--- config.mk ---
export PLATFORM = sky130hd
export DESIGN_NAME = raisin64_gpio_flat
export DESIGN_NICKNAME = d
export VERILOG_FILES = /design/src/rtl/raisin64_gpio_if.sv /design/src/rtl/raisin64_gpio.sv /design/src/flat_wrapper.sv
export SDC_FILE = /design/constraint.sdc
export NUM_CORES = 1
export LEC_CHECK = 0
export CORE_ASPECT_RATIO = 1.75
export CORE_MARGIN = 2
export CORE_UTILIZATION = 34
export DETAILED_ROUTE_END_ITERATION = 6
export HOLD_SLACK_MARGIN = 0.15
export PLACE_DENSITY = 0.89
export REMOVE_ABC_BUFFERS = 1
export SLEW_MARGIN = 5
export SYNTH_ARGS = -nofsm -noshare
export SYNTH_HDL_FRONTEND = slang
export SYNTH_SLANG_ARGS = --single-unit
export TNS_END_PERCENT = 100
--- constraint.sdc ---
create_clock -name clk -period 4.2 [get_ports clk]
set_input_delay 0.42 -clock clk [delete_from_list [all_inputs] [get_ports clk]]
set_output_delay 0.42 -clock clk [all_outputs]
set_load 0.02 [all_outputs]
--- src/rtl/raisin64_gpio_if.sv ---
// CPU memory-bus slave port for raisin64_gpio: request qualified by sel & addr_valid,
// answered by a one-cycle registered ready/rdata.
interface raisin64_gpio_if;
    logic        sel;
    logic        addr_valid;
    logic [63:0] addr;
    logic        write;
    logic [63:0] wdata;
    logic [63:0] rdata;
    logic        ready;

    modport master (output sel, addr_valid, addr, write, wdata, input rdata, ready);
    modport slave  (input sel, addr_valid, addr, write, wdata, output rdata, ready);
endinterface

--- src/rtl/raisin64_gpio.sv ---
// Memory-mapped GPIO: output register with atomic set/clear, input synchroniser,
// optional per-bit edge detection with level irq when RAISIN64_GPIO_IRQ_EN is defined.
module raisin64_gpio #(
    parameter int                   OUT_WIDTH   = 16,
    parameter int                   IN_WIDTH    = 16,
    parameter int                   SYNC_STAGES = 2,
    parameter logic [OUT_WIDTH-1:0] OUT_RESET   = '0
) (
    input  logic                 clk,
    input  logic                 rst_n,
    raisin64_gpio_if.slave       bus,
    input  logic [IN_WIDTH-1:0]  gpio_in,
    output logic [OUT_WIDTH-1:0] gpio_out,
    output logic                 irq
);
    localparam logic [2:0] OFF_OUT  = 3'd0;
    localparam logic [2:0] OFF_SET  = 3'd1;
    localparam logic [2:0] OFF_CLR  = 3'd2;
    localparam logic [2:0] OFF_IN   = 3'd3;
    localparam logic [2:0] OFF_STAT = 3'd4;
    localparam logic [2:0] OFF_EN   = 3'd5;
    localparam logic [2:0] OFF_MODE = 3'd6;

    typedef enum logic {ST_IDLE, ST_ACK} state_t;

    state_t                             state_reg, state_next;
    logic [OUT_WIDTH-1:0]               out_reg, out_next;
    logic [63:0]                        rdata_reg, rdata_next;
    logic [SYNC_STAGES-1:0][IN_WIDTH-1:0] sync_reg;
    logic [IN_WIDTH-1:0]                sync_in;
    logic [63:0]                        rd_value;
    logic [2:0]                         reg_off;
    logic [OUT_WIDTH-1:0]               wdata_out;
    logic                               req;
    logic                               wr_fire;
    logic                               unused_bits;

    assign req       = bus.sel & bus.addr_valid;
    assign reg_off   = bus.addr[5:3];
    assign wdata_out = bus.wdata[OUT_WIDTH-1:0];
    assign sync_in   = sync_reg[SYNC_STAGES-1];

    // Only the register offset is decoded; everything else on the bus is don't-care.
    assign unused_bits = &{1'b0, bus.addr[63:6], bus.addr[2:0], bus.wdata};

`ifdef RAISIN64_GPIO_IRQ_EN
    logic [IN_WIDTH-1:0] prev_reg, status_reg, en_reg, mode_reg;
    logic [IN_WIDTH-1:0] edge_event, w1c_mask, status_next;
    logic [IN_WIDTH-1:0] wdata_in;
    logic                irq_reg;

    assign wdata_in = bus.wdata[IN_WIDTH-1:0];

    generate
        for (genvar gi = 0; gi < IN_WIDTH; gi++) begin : g_edge
            assign edge_event[gi] = mode_reg[gi] ? (sync_in[gi] & ~prev_reg[gi])
                                                 : (~sync_in[gi] & prev_reg[gi]);
        end
    endgenerate

    // A new event on a bit overrides a coincident W1C of that bit.
    assign w1c_mask    = (wr_fire && reg_off == OFF_STAT) ? wdata_in : '0;
    assign status_next = (status_reg & ~w1c_mask) | edge_event;

    always_ff @(posedge clk or negedge rst_n) begin
        if (!rst_n) begin
            prev_reg   <= '0;
            status_reg <= '0;
            en_reg     <= '0;
            mode_reg   <= '0;
            irq_reg    <= 1'b0;
        end else begin
            prev_reg   <= sync_in;
            status_reg <= status_next;
            irq_reg    <= |(status_reg & en_reg);
            if (wr_fire && reg_off == OFF_EN)   en_reg   <= wdata_in;
            if (wr_fire && reg_off == OFF_MODE) mode_reg <= wdata_in;
        end
    end

    assign irq = irq_reg;
`else
    assign irq = 1'b0;
`endif

    always_comb begin
        rd_value = '0;
        case (reg_off)
            OFF_OUT:  rd_value = 64'(out_reg);
            OFF_IN:   rd_value = 64'(sync_in);
`ifdef RAISIN64_GPIO_IRQ_EN
            OFF_STAT: rd_value = 64'(status_reg);
            OFF_EN:   rd_value = 64'(en_reg);
            OFF_MODE: rd_value = 64'(mode_reg);
`endif
            default:  rd_value = '0;
        endcase
    end

    // rdata defaults to zero so it is only non-zero during the ACK cycle of a read.
    always_comb begin
        state_next = state_reg;
        rdata_next = '0;
        wr_fire    = 1'b0;
        case (state_reg)
            ST_IDLE: begin
                if (req) begin
                    state_next = ST_ACK;
                    wr_fire    = bus.write;
                    if (!bus.write) rdata_next = rd_value;
                end
            end
            ST_ACK:  state_next = ST_IDLE;
            default: state_next = ST_IDLE;
        endcase
    end

    always_comb begin
        out_next = out_reg;
        if (wr_fire) begin
            case (reg_off)
                OFF_OUT: out_next = wdata_out;
                OFF_SET: out_next = out_reg | wdata_out;
                OFF_CLR: out_next = out_reg & ~wdata_out;
                default: out_next = out_reg;
            endcase
        end
    end

    always_ff @(posedge clk or negedge rst_n) begin
        if (!rst_n) begin
            state_reg <= ST_IDLE;
            out_reg   <= OUT_RESET;
            rdata_reg <= '0;
            sync_reg  <= '0;
        end else begin
            state_reg <= state_next;
            out_reg   <= out_next;
            rdata_reg <= rdata_next;
            sync_reg  <= {sync_reg[SYNC_STAGES-2:0], gpio_in};
        end
    end

    assign bus.ready = (state_reg == ST_ACK);
    assign bus.rdata = rdata_reg;
    assign gpio_out  = out_reg;
endmodule

--- src/flat_wrapper.sv ---
// flat-port wrapper written by rule: the top's interface ports become plain ports
module raisin64_gpio_flat 
#(
    parameter int                   OUT_WIDTH   = 16,
    parameter int                   IN_WIDTH    = 16,
    parameter int                   SYNC_STAGES = 2,
    parameter logic [OUT_WIDTH-1:0] OUT_RESET   = '0
)
  (clk, rst_n, gpio_in, gpio_out, irq, bus_sel, bus_addr_valid, bus_addr, bus_write, bus_wdata, bus_rdata, bus_ready);
  raisin64_gpio_if bus_i ();
  input  logic clk;
  input  logic rst_n;
  input  logic [IN_WIDTH-1:0] gpio_in;
  output logic [OUT_WIDTH-1:0] gpio_out;
  output logic irq;
  input wire logic [$bits(bus_i.sel)-1:0] bus_sel;
  input wire logic [$bits(bus_i.addr_valid)-1:0] bus_addr_valid;
  input wire logic [$bits(bus_i.addr)-1:0] bus_addr;
  input wire logic [$bits(bus_i.write)-1:0] bus_write;
  input wire logic [$bits(bus_i.wdata)-1:0] bus_wdata;
  output wire logic [$bits(bus_i.rdata)-1:0] bus_rdata;
  output wire logic [$bits(bus_i.ready)-1:0] bus_ready;
  assign bus_i.sel = bus_sel;
  assign bus_i.addr_valid = bus_addr_valid;
  assign bus_i.addr = bus_addr;
  assign bus_i.write = bus_write;
  assign bus_i.wdata = bus_wdata;
  assign bus_rdata = bus_i.rdata;
  assign bus_ready = bus_i.ready;
  raisin64_gpio #(.OUT_WIDTH(OUT_WIDTH), .IN_WIDTH(IN_WIDTH), .SYNC_STAGES(SYNC_STAGES), .OUT_RESET(OUT_RESET)) u_core (.clk(clk), .rst_n(rst_n), .bus(bus_i), .gpio_in(gpio_in), .gpio_out(gpio_out), .irq(irq));
endmodule
Word-level counts from Yosys, hierarchy flattened. Cells that the tools add are included.

Equality and inequality tests: 3. Muxes and demuxes: 9. Bitwise logic cells: 5. Reduce and logical (&&, ||, !) cells: 3.

Operators with widths (count): $mux W64 (3); $pmux W16 S3 (1); $pmux W16 S2 (1); $and A16 B16 Y16 (1); $not A16 Y16 (1); $or A16 B16 Y16 (1); $eq A3 B2 Y1 const B (2); $eq A3 B1 Y1 const B (1); $logic_not A3 Y1 (1); $mux W1 (3); $reduce_bool A3 Y1 (1); $pmux W1 S2 (1); $reduce_and A2 Y1 (1); $and A1 B1 Y1 (1); $not A1 Y1 (1).

Output and inout bits: 82. Register bits: 113.

Longest topological paths before layout.
Depth in word-level cells: 5. Gate-level depth with buffers: 5.

Worst setup path after synthesis. No wires, ideal clock.

Kind: flip-flop to flip-flop. From: register u_core.state_reg, in the netlist u_core.bus.ready. To: register u_core.out_reg[10], in the netlist u_core.gpio_out[10]. Stages on the path, launching flop included: 6. Setup time: 0.121 ns. Path slack: 2.749 ns. Path buffers: 2. Arrival time: 1.330 ns. Required time: 4.079 ns. Cell sequence: dfrtp_1 and3b_2 and4bb_1 buf_6 buf_8 a22o_1.

Cells in the longest elaborated chain, start to end: 2.

Ends and longest elaborated chain: start: declaration (RTL line raisin64_gpio.sv:26) `state_t state_reg, state_next;`; start signal: assignment (RTL line raisin64_gpio.sv:137) `state_reg <= state_next;`; $mux W1 (RTL line raisin64_gpio.sv:105) `case (state_reg)`; $reduce_and A2 Y1 (no line); end signal: assignment (RTL line raisin64_gpio.sv:138) `out_reg <= out_next;`; end: declaration (RTL line raisin64_gpio.sv:27) `logic [OUT_WIDTH-1:0] out_reg, out_next;`.

Every way passes these cells. A chain may end at the register's enable or synchronous reset.

Final worst setup path.
From: input port bus_addr[4]. To: register u_core.out_reg[15], in the netlist u_core.gpio_out[15].

Cells in the longest elaborated chain, start to end: 3. Elaborated cells on any way between the ends: 6. Classes of those cells: eq/ne: 2; mux: 1; reduce/logical: 3.

Ends and longest elaborated chain: start: declaration (RTL line flat_wrapper.sv:18) `input wire logic [$bits(bus_i.addr)-1:0] bus_addr;`; $eq A3 B1 Y1, or another cell as far along (RTL line raisin64_gpio.sv:121) `case (reg_off)`; $reduce_bool A3 Y1 (no line); $reduce_and A2 Y1 (no line).

Parallel ways exist; a longest one is shown, timed or not.

==> summary.md <==
| Metric | Value |
|---|---|
| Status | finished with violations |
| Failing checks | DRC |
| Clk pwr share | 0.393 |
| All-layer global routing usage | 0.1408 |
| Leakage | 1.517 nW |
| Worst r2r src | u_core.bus.ready |
| YS warnings | 0 |
| CTS tree | built |
| Total core area | 7462 um^2 |
| Worst setup EP type | flop |
| Worst endpoint required time | 4410 ps |
| Worst slew margin | 0.3531 |
| Antenna violations before repair | 0 |
| Die W | 70.01 um |
| Via count | 1658 |
| Pint | 1.200 mW |
| Sequential Power Share | 0.442 |
| Sw Ratio | 0.2534 |
| Async SR Flop Fraction | 1.000 |
| Commonest cells after routing, fill and taps aside | 71 x clkdlybuf4s50_1, 65 x dfrtp_1, 49 x conb_1, 16 x a22oi_1, 16 x nor2_1 |
| Clock transition at path regs | 50 ps |
| Pre-antenna DRT Iters | 7 |
| RSZ-0062 raised after global routing | false |
| Clk_skew | 3.922 ps |
| H-tree depth | 3 |
| Pin count of the biggest net entering global routing | 66 |
| Mux share of post-synthesis cell area | 0 |
| Inst Count DP | 349 |
| DIE AREA | 8367 um^2 |
| CTS Root Cell | clkbuf_16 |
| Quantity of hold-fixing buffers added after cts | 0 |
| Rows | 42 |
| N_diodes | 0 |
| DP Worst Slack | 1829 ps |
| Synth Area in Compound Gates | 0.1482 |
| Bufs on Longest Clock Path | 2 |
| CP Cell Sequence | clkdlybuf4s50_1 -> xor2_1 -> nand2b_1 -> o21ai_0 -> a22o_2 |
| Total clock sinks | 65 |
| Port-buffer cells | 72 |
| First-pass GRT wire length | 8638 um |
| FMAX | 493.0 MHz |
| Setup TNS | 0 ps |
| Routed len/inst | 15.33 um |
| Synthesized area per cell | 13.23 um^2 |
| Worst path buffer plus inverter count | 1 |
| Final Hold Fails | 0 |
| Vias in the first global route | 1709 |
| Worst Path Max Fanout | 16 |
| Die height | 119.5 um |
| Drt total wl | 5550 um |
| Tightest Hold Check Type | input pin to asynchronous set/reset pin |
| Period utilization | 0.4830 |
| Post-synthesis xor/xnor area fraction | 0.003378 |
| Setup-failing EPs final | 0 |
| Boundary pin count | 231 |
| Via density | 4.580 |
| Leading cell type in the layout, fill and taps excluded | clkdlybuf4s50_1 |
| CP delay by family, top | simple AND/OR/NAND/NOR gates |
| DRC | 4 |
| Post-DRT Antenna Nets | 0 |
| Area growth syn-to-layout | 32.09% |
| Power, Total | 1.607 mW |
| Post-route insts no fill | 362 |
| Startpoint types | input pin |
| Post-layout min period | 2029 ps |
| Total grt overflow | 0 |
| Post-CTS Setup Bufs | 0 |
| Critical Path Start | bus_addr[4] |
| Worst slew pin tran | 970.4 ps |
| Share of post-route cells with drive strength above 1 | 0.1204 |
| Dpl hpwl | 3641 um |
| GP Congestion | 0.7239 |
| Clk_lat worst skew | 320 ps |
| Register area share after synthesis | 0.6274 |
| Largest family of logic cells by synthesized area | buffers and inverters |
| Post-synth EDFFs | 0 |
| WP data arrival | 2240 ps |
| Max_cap viols | 0 |
| Pins Over Slew Limit | 0 |
| Crit path kind | input pin to flop |
| Number of nets in the layout | 421 |
| Initial core utilization | 0.3474 |
| Comb pwr share | 0.165 |
| Post-CTS sizing | 0 |
| Mapped Area | 2592 um^2 |
| CTS Buf Count | 9 |
| Final setup margin | 2171 ps |
| Simple-Gate Fraction of Synth Area | 0.04971 |
| Adder-Cell Fraction of Synth Area | 0 |
| Maximum VDD drop | 0.2160 mV |
| NetSw | 0.4071 mW |
| Slowest-stage cell, CP | nand2b_1 |
| Initial DRC count | 105 |
| Syn Inst Count | 196 |
| Max incr delay on CP | 690 ps |
| Synth Register Bits | 65 |
| Synth Flop Type | dfrtp_1 |
| Cell Pwr Density | 469.2 nW/um^2 |
| Yosys cell types | 22 |
## per-layer routing
layer  track usage  vias to the layer above  routed length, um
li1              -                      724                  -
met1        0.1583                      804               2061
met2        0.2220                      117               2841
met3       0.05206                       13                480
met4       0.09135                        0                166
met5             0                        -                  0
## worst register-to-register path, stage by stage (launching register included)
cell and delay, ps:
dfrtp_1 370, and3b_2 270, and4bb_1 720, a22o_1 270
## cell usage after synthesis (all sizes together) (2+ instances only)
cell type	n	area, um^2
nor2	17	66.32
o21ai	16	117.6
dfrtp	65	1627
a22oi	16	120.1
buf	56	436.7
nand2b	2	12.51
a22o	16	146.4
## final cells by class
type,instances,area [um^2]
flip-flops and latches,65,1627
well taps,88,110.1
clock buffers,12,246.5
repair buffers,74,730.7
clock inverters,1,5.005
fillers,695,4038
multi-input cells,122,705.7
## kinds of logic after synthesis
logic type | count (synthesis)
AND/OR/NAND/NOR | 24
XOR/XNOR | 1
buffers and inverters | 57
flip-flops | 65
AO/OA/AOI/OAI | 48
other | 1
## path summary, 6_finish.rpt
check	slack (ps)	endpoint	cells after the start
worst max register to register	2510	u_core.gpio_out[9]	3
worst min register to register	350	u_core.sync_in[12]	0
max in group asynchronous	3400	u_core.sync_in[8]	2
worst min-delay path	280	u_core.gpio_out[6]	2
worst max-delay path	2170	u_core.gpio_out[15]	5
min in group clk	350	u_core.sync_in[12]	0
## power groups by stage
stage          combinational, mW  clock [mW]  sequential (mW)
2_1_floorplan             0.0861           0            0.755
3_3_place_gp               0.259           0            0.717
3_5_place_dp               0.265           0            0.720
4_1_cts                    0.267       0.656            0.711
5_1_grt                    0.281       0.682            0.716
6_report                   0.265       0.631            0.711
## through the flow
| step | area, um^2 | hold WS (ps) | util |
|---|---|---|---|
| 2_1_floorplan | 2332 | 124.4 | - |
| 3_3_place_gp | 3173 | 331.2 | 0.4252 |
| 3_5_place_dp | 3173 | 334.7 | 0.4252 |
| 4_1_cts | 3425 | 312.9 | 0.4589 |
| 5_1_grt | 3425 | 348.6 | 0.4589 |
| 6_report | 3425 | 280.7 | 0.4589 |
Power figures use the tool's default switching activity.
